===== src/rtl/seq_pkg.sv =====
// Shared definitions for the sequence serializer and the "1011" detector.
//   state_e    : serializer FSM encoding (S_IDLE, S_SHIFT)
//   DEF_WIDTH  : default word width for the serializer
//   PATTERN    : bit pattern recognised by the downstream detector
package seq_pkg;

  typedef enum logic {
    S_IDLE  = 1'b0,
    S_SHIFT = 1'b1
  } state_e;

  localparam int          DEF_WIDTH = 4;
  localparam logic [3:0]  PATTERN   = 4'b1011;

endpackage


===== src/rtl/seq_word_fifo.sv =====
// Synchronous word FIFO feeding the serializer shift register.
//   clock, reset : rising-edge clock, synchronous active-high flush
//   push/wr_data : write request and data; ignored while full
//   pop/rd_data  : read request; rd_data always shows the head entry
//   full/empty   : status flags derived from count
//   count        : number of stored words (0..DEPTH)
module seq_word_fifo
  import seq_pkg::*;
#(
  parameter int WIDTH = DEF_WIDTH,
  parameter int DEPTH = 2
) (
  input  logic                       clock,
  input  logic                       reset,
  input  logic                       push,
  input  logic [WIDTH-1:0]           wr_data,
  input  logic                       pop,
  output logic [WIDTH-1:0]           rd_data,
  output logic                       full,
  output logic                       empty,
  output logic [$clog2(DEPTH):0]     count
);

  localparam int PW = $clog2(DEPTH);

  logic [WIDTH-1:0] mem_q [DEPTH];
  logic [PW-1:0]    wr_ptr_q, wr_ptr_d;
  logic [PW-1:0]    rd_ptr_q, rd_ptr_d;
  logic [PW:0]      count_q,  count_d;
  logic             push_ok, pop_ok;

  assign full    = (count_q == (PW+1)'(DEPTH));
  assign empty   = (count_q == '0);
  assign count   = count_q;
  assign rd_data = mem_q[rd_ptr_q];

  // A push into a full FIFO is dropped even when a pop happens the same
  // cycle: no pass-through, the source simply holds the word.
  assign push_ok = push & ~full;
  assign pop_ok  = pop  & ~empty;

  always_comb begin
    // NOTE: every combinational output gets a default first so no path
    // leaves it unassigned, which would otherwise infer a latch.
    wr_ptr_d = wr_ptr_q;
    rd_ptr_d = rd_ptr_q;
    count_d  = count_q;
    if (push_ok) wr_ptr_d = wr_ptr_q + PW'(1);
    if (pop_ok)  rd_ptr_d = rd_ptr_q + PW'(1);
    case ({push_ok, pop_ok})
      2'b10:   count_d = count_q + (PW+1)'(1);
      2'b01:   count_d = count_q - (PW+1)'(1);
      default: count_d = count_q;
    endcase
  end

  // NOTE: state flops use non-blocking assignments so every flop samples
  // the pre-edge values regardless of statement order.
  always_ff @(posedge clock) begin
    if (reset) begin
      wr_ptr_q <= '0;
      rd_ptr_q <= '0;
      count_q  <= '0;
    end else begin
      wr_ptr_q <= wr_ptr_d;
      rd_ptr_q <= rd_ptr_d;
      count_q  <= count_d;
    end
  end

  // NOTE: storage is deliberately not reset; count/pointers guard every
  // read, so stale contents are never observed and the array can map to
  // plain registers or RAM without a reset network.
  always_ff @(posedge clock) begin
    if (push_ok) mem_q[wr_ptr_q] <= wr_data;
  end

endmodule


===== src/rtl/sequence_serializer.sv =====
// Parallel-to-serial feeder for the "1011" sequence detector.
//   clock        : rising-edge clock, sole domain
//   reset        : synchronous active-high; abandons the current word, flushes FIFO
//   word_in      : parallel word, accepted on word_valid & word_ready
//   word_valid   : word_in valid this cycle
//   word_ready   : FIFO not full
//   serial_out   : registered serial bit (IDLE_BIT when not shifting)
//   serial_valid : serial_out carries a data bit
//   busy         : shifting or FIFO non-empty
// Words leave back-to-back with no gap bits so patterns may straddle words.
module sequence_serializer
  import seq_pkg::*;
#(
  parameter int   WIDTH     = DEF_WIDTH,
  parameter int   DEPTH     = 2,
  parameter int   LSB_FIRST = 0,
  parameter logic IDLE_BIT  = 1'b0
) (
  input  logic             clock,
  input  logic             reset,
  input  logic [WIDTH-1:0] word_in,
  input  logic             word_valid,
  output logic             word_ready,
  output logic             serial_out,
  output logic             serial_valid,
  output logic             busy
);

  localparam int CW = $clog2(WIDTH);

  state_e                 state_q, state_d;
  logic [CW-1:0]          bit_cnt_q, bit_cnt_d;
  logic [WIDTH-1:0]       shift_q, shift_d;
  logic                   serial_out_q, serial_out_d;
  logic                   serial_valid_q, serial_valid_d;

  logic                   fifo_pop;
  logic [WIDTH-1:0]       fifo_rd_data;
  logic                   fifo_full, fifo_empty;
  logic [$clog2(DEPTH):0] fifo_count;

  seq_word_fifo #(
    .WIDTH (WIDTH),
    .DEPTH (DEPTH)
  ) u_fifo (
    .clock   (clock),
    .reset   (reset),
    .push    (word_valid),
    .wr_data (word_in),
    .pop     (fifo_pop),
    .rd_data (fifo_rd_data),
    .full    (fifo_full),
    .empty   (fifo_empty),
    .count   (fifo_count)
  );

  assign word_ready   = ~fifo_full;
  assign serial_out   = serial_out_q;
  assign serial_valid = serial_valid_q;
  assign busy         = (state_q == S_SHIFT) | (fifo_count != '0);

  always_comb begin
    state_d        = state_q;
    bit_cnt_d      = bit_cnt_q;
    shift_d        = shift_q;
    serial_out_d   = IDLE_BIT;
    serial_valid_d = 1'b0;
    fifo_pop       = 1'b0;

    case (state_q)
      S_IDLE: begin
        if (!fifo_empty) begin
          fifo_pop  = 1'b1;
          shift_d   = fifo_rd_data;
          bit_cnt_d = '0;
          state_d   = S_SHIFT;
        end
      end

      S_SHIFT: begin
        // The outgoing bit always sits at the shift register's leading end,
        // so bit order is fixed by the shift direction alone.
        serial_valid_d = 1'b1;
        if (LSB_FIRST != 0) begin
          serial_out_d = shift_q[0];
          shift_d      = shift_q >> 1;
        end else begin
          serial_out_d = shift_q[WIDTH-1];
          shift_d      = shift_q << 1;
        end
        bit_cnt_d = bit_cnt_q + CW'(1);

        if (bit_cnt_q == CW'(WIDTH-1)) begin
          bit_cnt_d = '0;
          // Reloading on the last bit keeps consecutive words gap-free.
          if (!fifo_empty) begin
            fifo_pop = 1'b1;
            shift_d  = fifo_rd_data;
          end else begin
            state_d  = S_IDLE;
          end
        end
      end

      default: state_d = S_IDLE;
    endcase
  end

  always_ff @(posedge clock) begin
    if (reset) begin
      state_q        <= S_IDLE;
      bit_cnt_q      <= '0;
      shift_q        <= '0;
      serial_out_q   <= IDLE_BIT;
      serial_valid_q <= 1'b0;
    end else begin
      state_q        <= state_d;
      bit_cnt_q      <= bit_cnt_d;
      shift_q        <= shift_d;
      serial_out_q   <= serial_out_d;
      serial_valid_q <= serial_valid_d;
    end
  end

endmodule


===== config.mk =====
export PLATFORM = sky130hd
export DESIGN_NAME = sequence_serializer
export DESIGN_NICKNAME = d
export VERILOG_FILES = /design/src/rtl/seq_pkg.sv /design/src/rtl/seq_word_fifo.sv /design/src/rtl/sequence_serializer.sv
export SDC_FILE = /design/constraint.sdc
export NUM_CORES = 1
export LEC_CHECK = 0
export CAP_MARGIN = 20
export CELL_PAD_IN_SITES_DETAIL_PLACEMENT = 2
export CELL_PAD_IN_SITES_GLOBAL_PLACEMENT = 2
export CORE_ASPECT_RATIO = 0.8
export CORE_MARGIN = 5
export CORE_UTILIZATION = 37
export CTS_CLUSTER_SIZE = 16
export DETAILED_ROUTE_END_ITERATION = 8
export GPL_TIMING_DRIVEN = 0
export PLACE_DENSITY_LB_ADDON = 0.1
export SKIP_LAST_GASP = 1
export SYNTH_ARGS = -nofsm -noshare
export SYNTH_HDL_FRONTEND = slang
export SYNTH_SLANG_ARGS = --single-unit

===== constraint.sdc =====
create_clock -name clock -period 4.9 [get_ports clock]
set_clock_uncertainty 0.15 [all_clocks]
set_input_delay 1.47 -clock clock [delete_from_list [all_inputs] [get_ports clock]]
set_output_delay 1.47 -clock clock [all_outputs]
set_load 0.02 [all_outputs]

==> run summary, run 1 <==
Clock Sinks - 22
Final HPWL DP - 1215 um
fin crit share - 67.17%
Syn Area/Cell - 11.98 um^2
simple-gate share of the synthesized area - 13.38%
die height - 52.89 um
most common cell in the netlist - dfxtp_1
standard-cell rows - 15
Min Hold Slack - 0.3136 ns
Ant. Diodes - 0
wire per inst - 14.67 um
Main synth FF type - dfxtp_1
drt total wl - 1599 um
grt ovf - 0
vias - 588
top cell type's share of synthesized area - 32.94%
Clock Path Buffers - 2
fraction of power spent switching nets - 30.63%
f_max - 303.9 MHz
Die W - 63.62 um
Synth-to-Final Area Change - 20.44%
H-tree depth reported by CTS - 1
Crit. End Element - output port
largest family of logic cells by synthesized area - simple AND/OR/NAND/NOR gates
Worst EP required - 3.28 ns
CTS tree - built
vias in the first global route - 643
sequential share of power - 44.5%
reg-to-reg setup timing slack - 2.81 ns
fin nets - 94
first-pass GRT wire length - 2760 um
Syn. warnings - 0
Tmin final - 3.291 ns
total track usage - 10.82%
worst skew pair latency - 0.30 ns
post-route ant nets - 0
Max-slew headroom - 67.70%
cell count after synthesis - 71
clock root buffer - clkbuf_4
multiplexer area fraction after synthesis - 5.882%
status - complete, no violations
synth unique cells - 28
initial antenna violation count - 0
flops & latches, synth - 22
XOR/XNOR share of the synthesized area - 2.059%
post-synthesis compound-gate area fraction - 11.76%
Pwr per Cell Area - 571.4 nW/um^2
Post-synth top cells - dfxtp_1 (14), edfxtp_1 (8), o21ai_1 (6)
DR DRC count - 0
CTS Buf Count - 3
Fin. Hold Viols - 0
final setup vio count - 0
die area - 3365 um^2
Synth area leader - dfxtp_1
io pins - 11
largest net degree at the start of global routing - 14
max-cap violations - 0
asr flop ratio synth - 0%
fillers - 229
Mapped Area - 850.8 um^2
IO Port Bufs - 9
Post-synth EDFFs - 8
WP data arrival - 1.67 ns
Starting Density - 39.08%
Worst Path Max Fanout - 8
Placer Congestion - 0.6868
footprint of the multi-input gates - 306.5 um^2
peak supply drop - 343.2 uV
DR pass1 iterations - 2
Post-Synth Adder-Cell Area - 2.941%
Worst-path clk slew - 0.12 ns
synth top area cells - dfxtp_1 (33%), edfxtp_1 (28%), mux2i_1 (5.9%)
Lkg Pwr - 0.0003803 uW
Final Slew Violations - 0
register area share after synthesis - 61.18%
clock network power share - 23.3%
P_int - 406.1 uW
setup total negative slack - 0 ns
Hold WC Path Type - reg2reg
Iteration-0 DRC Markers - 4
crit path kind - reg2out
post_cts resized - 0
RSZ-0062 raised after global routing - no
core area - 2177 um^2
Post CTS Setup Buffer Count - 0
Worst-Margin Slew - 0.4804 ns
cts hold-fix bufs - 0
vias per inst - 5.394
sequential cell area - 520.5 um^2
layout cell share with drive strength beyond 1 - 10.71%
NetSw - 179.3 uW
Logic pwr share - 32.2%
syn_nets - 80
Critical Path Start Type - register
-- routing by layer --
layer / track usage [%] / up-vias / share of wire (%)
met5: 0 / - / 0
met4: 2.076 / 0 / 0
met3: 4.883 / 0 / 4.1
met2: 21.11 / 12 / 52
met1: 10.60 / 294 / 44
li1: - / 282 / -
-- worst max-delay path, stage by stage (launching register included) --
cell	delay, ns
dfxtp_1	0.33
buf_4	0.16
nand2b_1	0.23
clkdlybuf4s50_1	0.65
-- power groups by stage --
stage / registers [uW] / clock network (uW) / logic [uW]
3_5_place_dp: 266 / 0 / 190
4_1_cts: 261 / 141 / 191
6_report: 261 / 136 / 189
3_3_place_gp: 263 / 0 / 181
2_1_floorplan: 262 / 0 / 135
5_1_grt: 267 / 150 / 211
-- sequential cells by signal (all words and copies together), names as in the netlist, named ones only --
| name | count |
|---|---|
| shift_q | 4 |
| serial_valid | 1 |
| u_fifo.wr_ptr_q | 1 |
| u_fifo.count | 2 |
| bit_cnt_q | 2 |
| u_fifo.mem_q | 8 |
| serial_out | 1 |
| u_fifo.rd_ptr_q | 1 |
| state_q | 1 |
-- placed cells by master, fill, tap and decap left out, types with 2 or more instances in the layout --
master,count
nor2_1,4
mux2i_1,5
a21oi_1,4
edfxtp_1,8
clkbuf_4,3
nor3_1,2
a32oi_1,3
ha_1,2
nand2_1,2
clkdlybuf4s50_1,9
dfxtp_1,14
o21ai_1,6
inv_1,2
or3_1,2
nor2b_1,2
-- stage by stage --
step	worst slack [ns]	util (%)	instance area, um^2	instances	power (uW)
after floorplan	2.388	-	850.8	71	396.5
after global placement	1.820	44.66	972.2	105	443.4
after detailed placement	1.755	44.66	972.2	105	455.7
after CTS	1.598	47.07	1025	109	594.1
after global routing	1.496	47.07	1025	109	627.3
final	1.609	47.07	1025	109	585.5
-- logic make-up (layout without fill, tap and decap cells) --
| group | after synthesis | in the layout |
|---|---|---|
| flip-flops | 22 | 22 |
| adder cells (fa/ha/maj) | 2 | 2 |
| AO/OA/AOI/OAI | 16 | 16 |
| XOR/XNOR | 2 | 2 |
| multiplexers | 5 | 5 |
| buffers and inverters | 5 | 18 |
| AND/OR/NAND/NOR | 19 | 19 |
-- final cells by class --
type | count | share of cell area (%)
inverter | 2 | 0.7326
tap | 25 | 3.053
clock inverter | 1 | 2.930
buffer | 3 | 1.587
timing repair buffer | 9 | 8.791
sequential | 22 | 50.79
clock buffer | 3 | 2.198
multi-input combinational | 44 | 29.91
-- final timing paths --
check / depth (start not counted) / startpoint / to
min reg2reg: 2 / shift_q[0] / shift_q[0]
max: 3 / u_fifo.count[0] / word_ready
max reg2reg: 6 / bit_cnt_q[0] / u_fifo.count[1]
min: 2 / shift_q[0] / shift_q[0]
Power figures use the tool's default switching activity.
==> run 2, diff against run 1 <==
--- a/config.mk
+++ b/config.mk
@@ -10,7 +10,7 @@
 export CELL_PAD_IN_SITES_GLOBAL_PLACEMENT = 2
 export CORE_ASPECT_RATIO = 0.8
 export CORE_MARGIN = 5
-export CORE_UTILIZATION = 37
+export CORE_UTILIZATION = 31
 export CTS_CLUSTER_SIZE = 16
 export DETAILED_ROUTE_END_ITERATION = 8
 export GPL_TIMING_DRIVEN = 0
==> constraint.sdc (replaced) <==
create_clock -name clock -period 2.96 [get_ports clock]
set_clock_uncertainty 0.15 [all_clocks]
set_input_delay 0.888 -clock clock [delete_from_list [all_inputs] [get_ports clock]]
set_output_delay 0.888 -clock clock [all_outputs]
set_load 0.02 [all_outputs]
==> run 2 against run 1 <==
  * Register-to-register slack got worse by 1.9 ns
  * Wire length is 2.4% higher
  * Largest cell class unchanged
  * Largest power group unchanged
  * Hold slack better by 0.0084 ns
  * Clock power is 67% higher
==> run summary, run 2 (synthesis gave the netlist of run 1 again) <==
fillers - 296 (+29%)
fraction of power spent switching nets - 30.56% (-0.070 points)
Clock Sinks - 22 (unchanged)
critical path's slowest cell - clkdlybuf4s50_1
Synth-to-Final Area Change - 22.35%
fin crit share - 90.65%
Lkg Pwr - 0.0003803 uW (unchanged)
vias - 578 (-1.7%)
setup total negative slack - 0 ns (unchanged)
Fin. Hold Viols - 0 (unchanged)
post-route ant nets - 0 (unchanged)
grt ovf - 0 (unchanged)
Hold WC Path Type - reg2reg
max-cap violations - 0 (unchanged)
vias per inst - 4.738 (-12%)
largest stage delay on the critical path - 0.63 ns (-0.02 ns)
status - complete, no violations
Placer Congestion - 0.6470 (-5.8%)
initial antenna violation count - 0 (unchanged)
f_max - 372.7 MHz
io pins - 11 (unchanged)
Final Slew Violations - 0 (unchanged)
Tmin final - 2.683 ns
clock root buffer - clkbuf_4
IO Port Bufs - 9 (unchanged)
Post CTS Setup Buffer Count - 0 (unchanged)
vias in the first global route - 646 (+0.47%)
placed inst area - 988.4 um^2 (+1.7%)
placed cell count - 118 (+12%)
WP data arrival - 1.65 ns (-0.02 ns)
largest net degree at the start of global routing - 14 (unchanged)
standard-cell rows - 17 (+2)
CTS tree - built
max reg flops - 8 (unchanged)
worst path bufs/invs - 2 (unchanged)
peak supply drop - 263.0 uV (-23%)
Final HPWL DP - 1230 um (+1.2%)
DR pass1 iterations - 4 (+2)
post_cts resized - 0 (unchanged)
clock network power share - 23.4% (about the same)
crit path kind - reg2out
final instance area - 1041 um^2 (+1.6%)
NetSw - 295.7 uW (+65%)
die height - 56.86 um (+7.5%)
die area - 3899 um^2 (+16%)
Worst EP required - 1.92 ns (-1.36 ns)
Worst-path clk slew - 0.13 ns (about the same)
core area - 2701 um^2 (+24%)
post-route insts no fill - 122 (+12%)
Biggest register - u_fifo.mem_q
Ant. Diodes - 0 (unchanged)
Iteration-0 DRC Markers - 27 (+23)
worst hold stages - 2 (unchanged)
sequential share of power - 44.7% (+0.2 points)
Crit. End Element - output port
Max-slew headroom - 68.01% (+0.31 points)
H-tree depth reported by CTS - 1 (unchanged)
total track usage - 9.976% (-0.84 points)
layout cell share with drive strength beyond 1 - 10.71% (unchanged)
DR DRC count - 0 (unchanged)
Logic pwr share - 31.8% (-0.4 points)
worst skew pair latency - 0.31 ns (about the same)
P_int - 671.9 uW (+65%)
first-pass GRT wire length - 2884 um (+4.5%)
Worst Path Max Fanout - 8 (unchanged)
wire per inst - 13.42 um (-8.5%)
leading cell type in the layout, fill and taps excluded - dfxtp_1
Worst R2R Path Depth - 6 (unchanged)
RSZ-0062 raised after global routing - no
WP depth - 3 (unchanged)
Die W - 68.57 um (+7.8%)
Pwr per Cell Area - 929.5 nW/um^2 (+63%)
Critical Path Start Type - register
Top delay family on crit path - buffers and inverters
most frequent cells in the layout - dfxtp_1 (14), clkdlybuf4s50_1 (9), edfxtp_1 (8), o21ai_1 (6), mux2i_1 (5)
final setup vio count - 0 (unchanged)
Clock Path Buffers - 2 (unchanged)
CTS Buf Count - 3 (unchanged)
Worst-Margin Slew - 0.4758 ns (-0.004600 ns)
Starting Density - 31.50% (-7.6 points)
drt total wl - 1637 um (+2.4%)
cts hold-fix bufs - 0 (unchanged)
critical-path cell list - buf_4 -> nand2b_1 -> clkdlybuf4s50_1
fin nets - 94 (unchanged)
top flop regs - u_fifo.mem_q: 8 flops, shift_q: 4 flops
## run 2: cell counts in the layout (fill, tap and decap cells not counted)
Identical to the previous run, type by type.
## run 2: cell type report
| cell class | count | area, um^2 | share of cell area (%) |
|---|---|---|---|
| buffer | 3 | 16.27 | 1.562 |
| clock buffer | 3 | 22.52 | 2.163 |
| clock inverter | 1 | 30.03 | 2.885 |
| inverter | 2 | 7.507 | 0.7212 |
| multi-input combinational | 44 | 306.5 | 29.45 |
| sequential | 22 | 520.5 | 50.00 |
| tap | 38 | 47.55 | 4.567 |
| timing repair buffer | 9 | 90.09 | 8.654 |
## run 2: final timing paths
kind | startpoint | endpoint | slack [ns]
worst min register to register | shift_q[0] | shift_q[0] | 0.32
worst min-delay path | shift_q[0] | shift_q[0] | 0.32
worst max-delay path | u_fifo.count[0] | word_ready | 0.28
worst max register to register | bit_cnt_q[0] | u_fifo.count[1] | 0.89
## run 2: through the flow
step           setup WS, ns  util [%]  total power, uW  hold WS [ns]
2_1_floorplan         1.030         -            656.4        0.2786
3_3_place_gp         0.4560     36.59            736.8        0.2944
3_5_place_dp         0.4325     36.59            753.2        0.3082
4_1_cts              0.2419     38.54            988.5        0.3258
5_1_grt              0.1362     38.54             1044        0.3344
6_report             0.2767     38.54            967.6        0.3220
## run 2: layer usage
layer | part of all wire (%) | vias to the layer above | global-route usage (%)
li1 | - | 282 | -
met3 | 2.0 | 2 | 3.600
met2 | 48 | 8 | 16.05
met4 | 0.73 | 0 | 2.550
met5 | 0 | - | 0
met1 | 49 | 286 | 12.41
## run 2: power by group through the flow
stage	combinational, uW	sequential (uW)	clock (uW)
final	308	433	227
after global routing	346	444	255
after CTS	315	434	239
after detailed placement	312	441	0
after global placement	302	435	0
after floorplan	223	433	0
## run 2: tightest hold or removal path, cell delays in order (launching register included)
cell     delay (ns)
dfxtp_1        0.33
nand2_1        0.06
o21ai_1        0.05
==> run 3, diff against run 2 <==
--- a/config.mk
+++ b/config.mk
@@ -8,9 +8,8 @@
 export CAP_MARGIN = 20
 export CELL_PAD_IN_SITES_DETAIL_PLACEMENT = 2
 export CELL_PAD_IN_SITES_GLOBAL_PLACEMENT = 2
-export CORE_ASPECT_RATIO = 0.8
 export CORE_MARGIN = 5
-export CORE_UTILIZATION = 31
+export CORE_UTILIZATION = 30
 export CTS_CLUSTER_SIZE = 16
 export DETAILED_ROUTE_END_ITERATION = 8
 export GPL_TIMING_DRIVEN = 0
==> run 3 against run 2 <==
  * Core utilization shrank 0.78 points
  * First-iteration DRC count shrank 30%
  * Register-to-register slack gained 0.03 ns
  * Maximum frequency is essentially flat
  * Clock power is essentially flat
  * Wire length grew 5.4%
  * Non-clock buffer count is the same
  * Critical path depth is the same
  * Combinational power grew 1%
  * Design area shrank 0.84%
  * Power grew 0.65%
  * Via count shrank 1.9%
  * Largest cell class unchanged
  * Highest routed layer unchanged
==> run summary, run 3 (synthesis gave the netlist of run 1 again) <==
sequential share of power - 44.6% (about the same)
leading cell type in the layout, fill and taps excluded - dfxtp_1
initial antenna violation count - 0 (unchanged)
Placer Congestion - 0.6911 (+6.8%)
Fin. Hold Viols - 0 (unchanged)
reg2reg start - bit_cnt_q[0]
Synth-to-Final Area Change - 21.32%
first-pass GRT wire length - 2932 um (+1.7%)
standard-cell rows - 19 (+2)
post_cts resized - 0 (unchanged)
DR pass1 iterations - 3 (-1)
die area - 4001 um^2 (+2.6%)
wire per inst - 15.01 um (+12%)
Starting Density - 31.12% (-0.37 points)
clock root buffer - clkbuf_4
f_max - 372.8 MHz (about the same)
Post CTS Setup Buffer Count - 0 (unchanged)
Ant. Diodes - 0 (unchanged)
Pwr per Cell Area - 943.5 nW/um^2 (+1.5%)
layout cell share with drive strength beyond 1 - 10.71% (unchanged)
Lkg Pwr - 0.0003803 uW (unchanged)
WP data arrival - 1.64 ns (about the same)
DR DRC count - 0 (unchanged)
setup total negative slack - 0 ns (unchanged)
Critical path origin - u_fifo.count[0]
top flop regs - u_fifo.mem_q: 8 flops, shift_q: 4 flops
vias in the first global route - 621 (-3.9%)
Critical Path Start Type - register
Overall Power - 973.9 uW (+0.65%)
Tmin final - 2.682 ns (-0.0009740 ns)
crit path kind - reg2out
total track usage - 9.299% (-0.68 points)
Logic pwr share - 32.0% (+0.2 points)
vias per inst - 4.930 (+4.1%)
Final Slew Violations - 0 (unchanged)
final setup vio count - 0 (unchanged)
clock network power share - 23.4% (about the same)
die height - 63.26 um (+11%)
RSZ-0062 raised after global routing - no
fin nets - 94 (unchanged)
P_int - 671.7 uW (about the same)
Worst R2R Path Depth - 6 (unchanged)
post-route ant nets - 0 (unchanged)
Crit. End Element - output port
Worst Path Max Fanout - 8 (unchanged)
NetSw - 302.2 uW (+2.2%)
worst skew pair latency - 0.30 ns (about the same)
io pins - 11 (unchanged)
most frequent cells in the layout - dfxtp_1 (14), clkdlybuf4s50_1 (9), edfxtp_1 (8), o21ai_1 (6), mux2i_1 (5)
Iteration-0 DRC Markers - 19 (-30%)
peak supply drop - 523.3 uV (+99%)
cts hold-fix bufs - 0 (unchanged)
fillers - 281 (-5.1%)
Biggest register - u_fifo.mem_q
worst hold stages - 1 (-1)
fin crit share - 90.62% (about the same)
fraction of power spent switching nets - 31.03% (+0.47 points)
status - complete, no violations
max reg flops - 8 (unchanged)
Clock Sinks - 22 (unchanged)
CTS tree - built
grt ovf - 0 (unchanged)
largest net degree at the start of global routing - 14 (unchanged)
Final HPWL DP - 1343 um (+9.2%)
Hold WC Path Type - reg2reg
IO Port Bufs - 9 (unchanged)
CTS Buf Count - 3 (unchanged)
Clock Path Buffers - 2 (unchanged)
Worst-path clk slew - 0.13 ns (about the same)
vias - 567 (-1.9%)
hold path startpoint - shift_q[3]
H-tree depth reported by CTS - 1 (unchanged)
Max-slew headroom - 65.21% (-2.8 points)
Die W - 63.26 um (-7.8%)
max-cap violations - 0 (unchanged)
Worst-Margin Slew - 0.5176 ns (+0.04175 ns)
drt total wl - 1726 um (+5.4%)
Worst EP required - 1.92 ns (about the same)
core area - 2734 um^2 (+1.2%)
==> run 3: through the flow <==
| stage | setup slack (ns) | area [um^2] | std cells | util (%) | hold WS [ns] |
|---|---|---|---|---|---|
| global route | 0.1138 | 1032 | 115 | 37.76 | 0.3539 |
| detailed placement | 0.4047 | 979.7 | 111 | 35.84 | 0.2980 |
| CTS | 0.2497 | 1032 | 115 | 37.76 | 0.3312 |
| floorplan | 1.030 | 850.8 | 71 | - | 0.2786 |
| finish | 0.2777 | 1032 | 115 | 37.76 | 0.3241 |
| global placement | 0.4434 | 979.7 | 111 | 35.84 | 0.2910 |
==> run 3: final cells by class <==
cell class | count | area, um^2 | area share, %
sequential | 22 | 520.5 | 50.42
multi-input combinational | 44 | 306.5 | 29.70
timing repair buffer | 9 | 90.09 | 8.727
tap | 31 | 38.79 | 3.758
clock inverter | 1 | 30.03 | 2.909
clock buffer | 3 | 22.52 | 2.182
buffer | 3 | 16.27 | 1.576
inverter | 2 | 7.507 | 0.7273
==> run 3: routing by layer <==
metal | vias to the layer above | part of all wire (%) | GRT usage [%] | wire length, um
met5 | - | 0 | 0 | 0
met4 | 0 | 0.75 | 1.558 | 13
met3 | 2 | 2.4 | 3.730 | 42
met2 | 6 | 54 | 16.92 | 930
met1 | 276 | 43 | 10.22 | 739
li1 | 283 | - | - | -
==> run 3: path summary, 6_finish.rpt <==
path                     end  slack [ns]
max               word_ready        0.28
min               serial_out        0.32
min reg2reg       serial_out        0.32
max reg2reg  u_fifo.count[1]        0.92
==> run 3: power by group through the flow <==
stage	clock network (uW)	logic, uW	registers, uW
floorplan	0	223	433
global placement	0	303	435
detailed placement	0	316	442
CTS	236	318	435
global route	252	349	444
finish	228	312	434
==> run 3: critical path: stages (launching register included) <==
cell and delay, ns:
dfxtp_1 0.33, buf_4 0.17, nand2b_1 0.20, clkdlybuf4s50_1 0.64
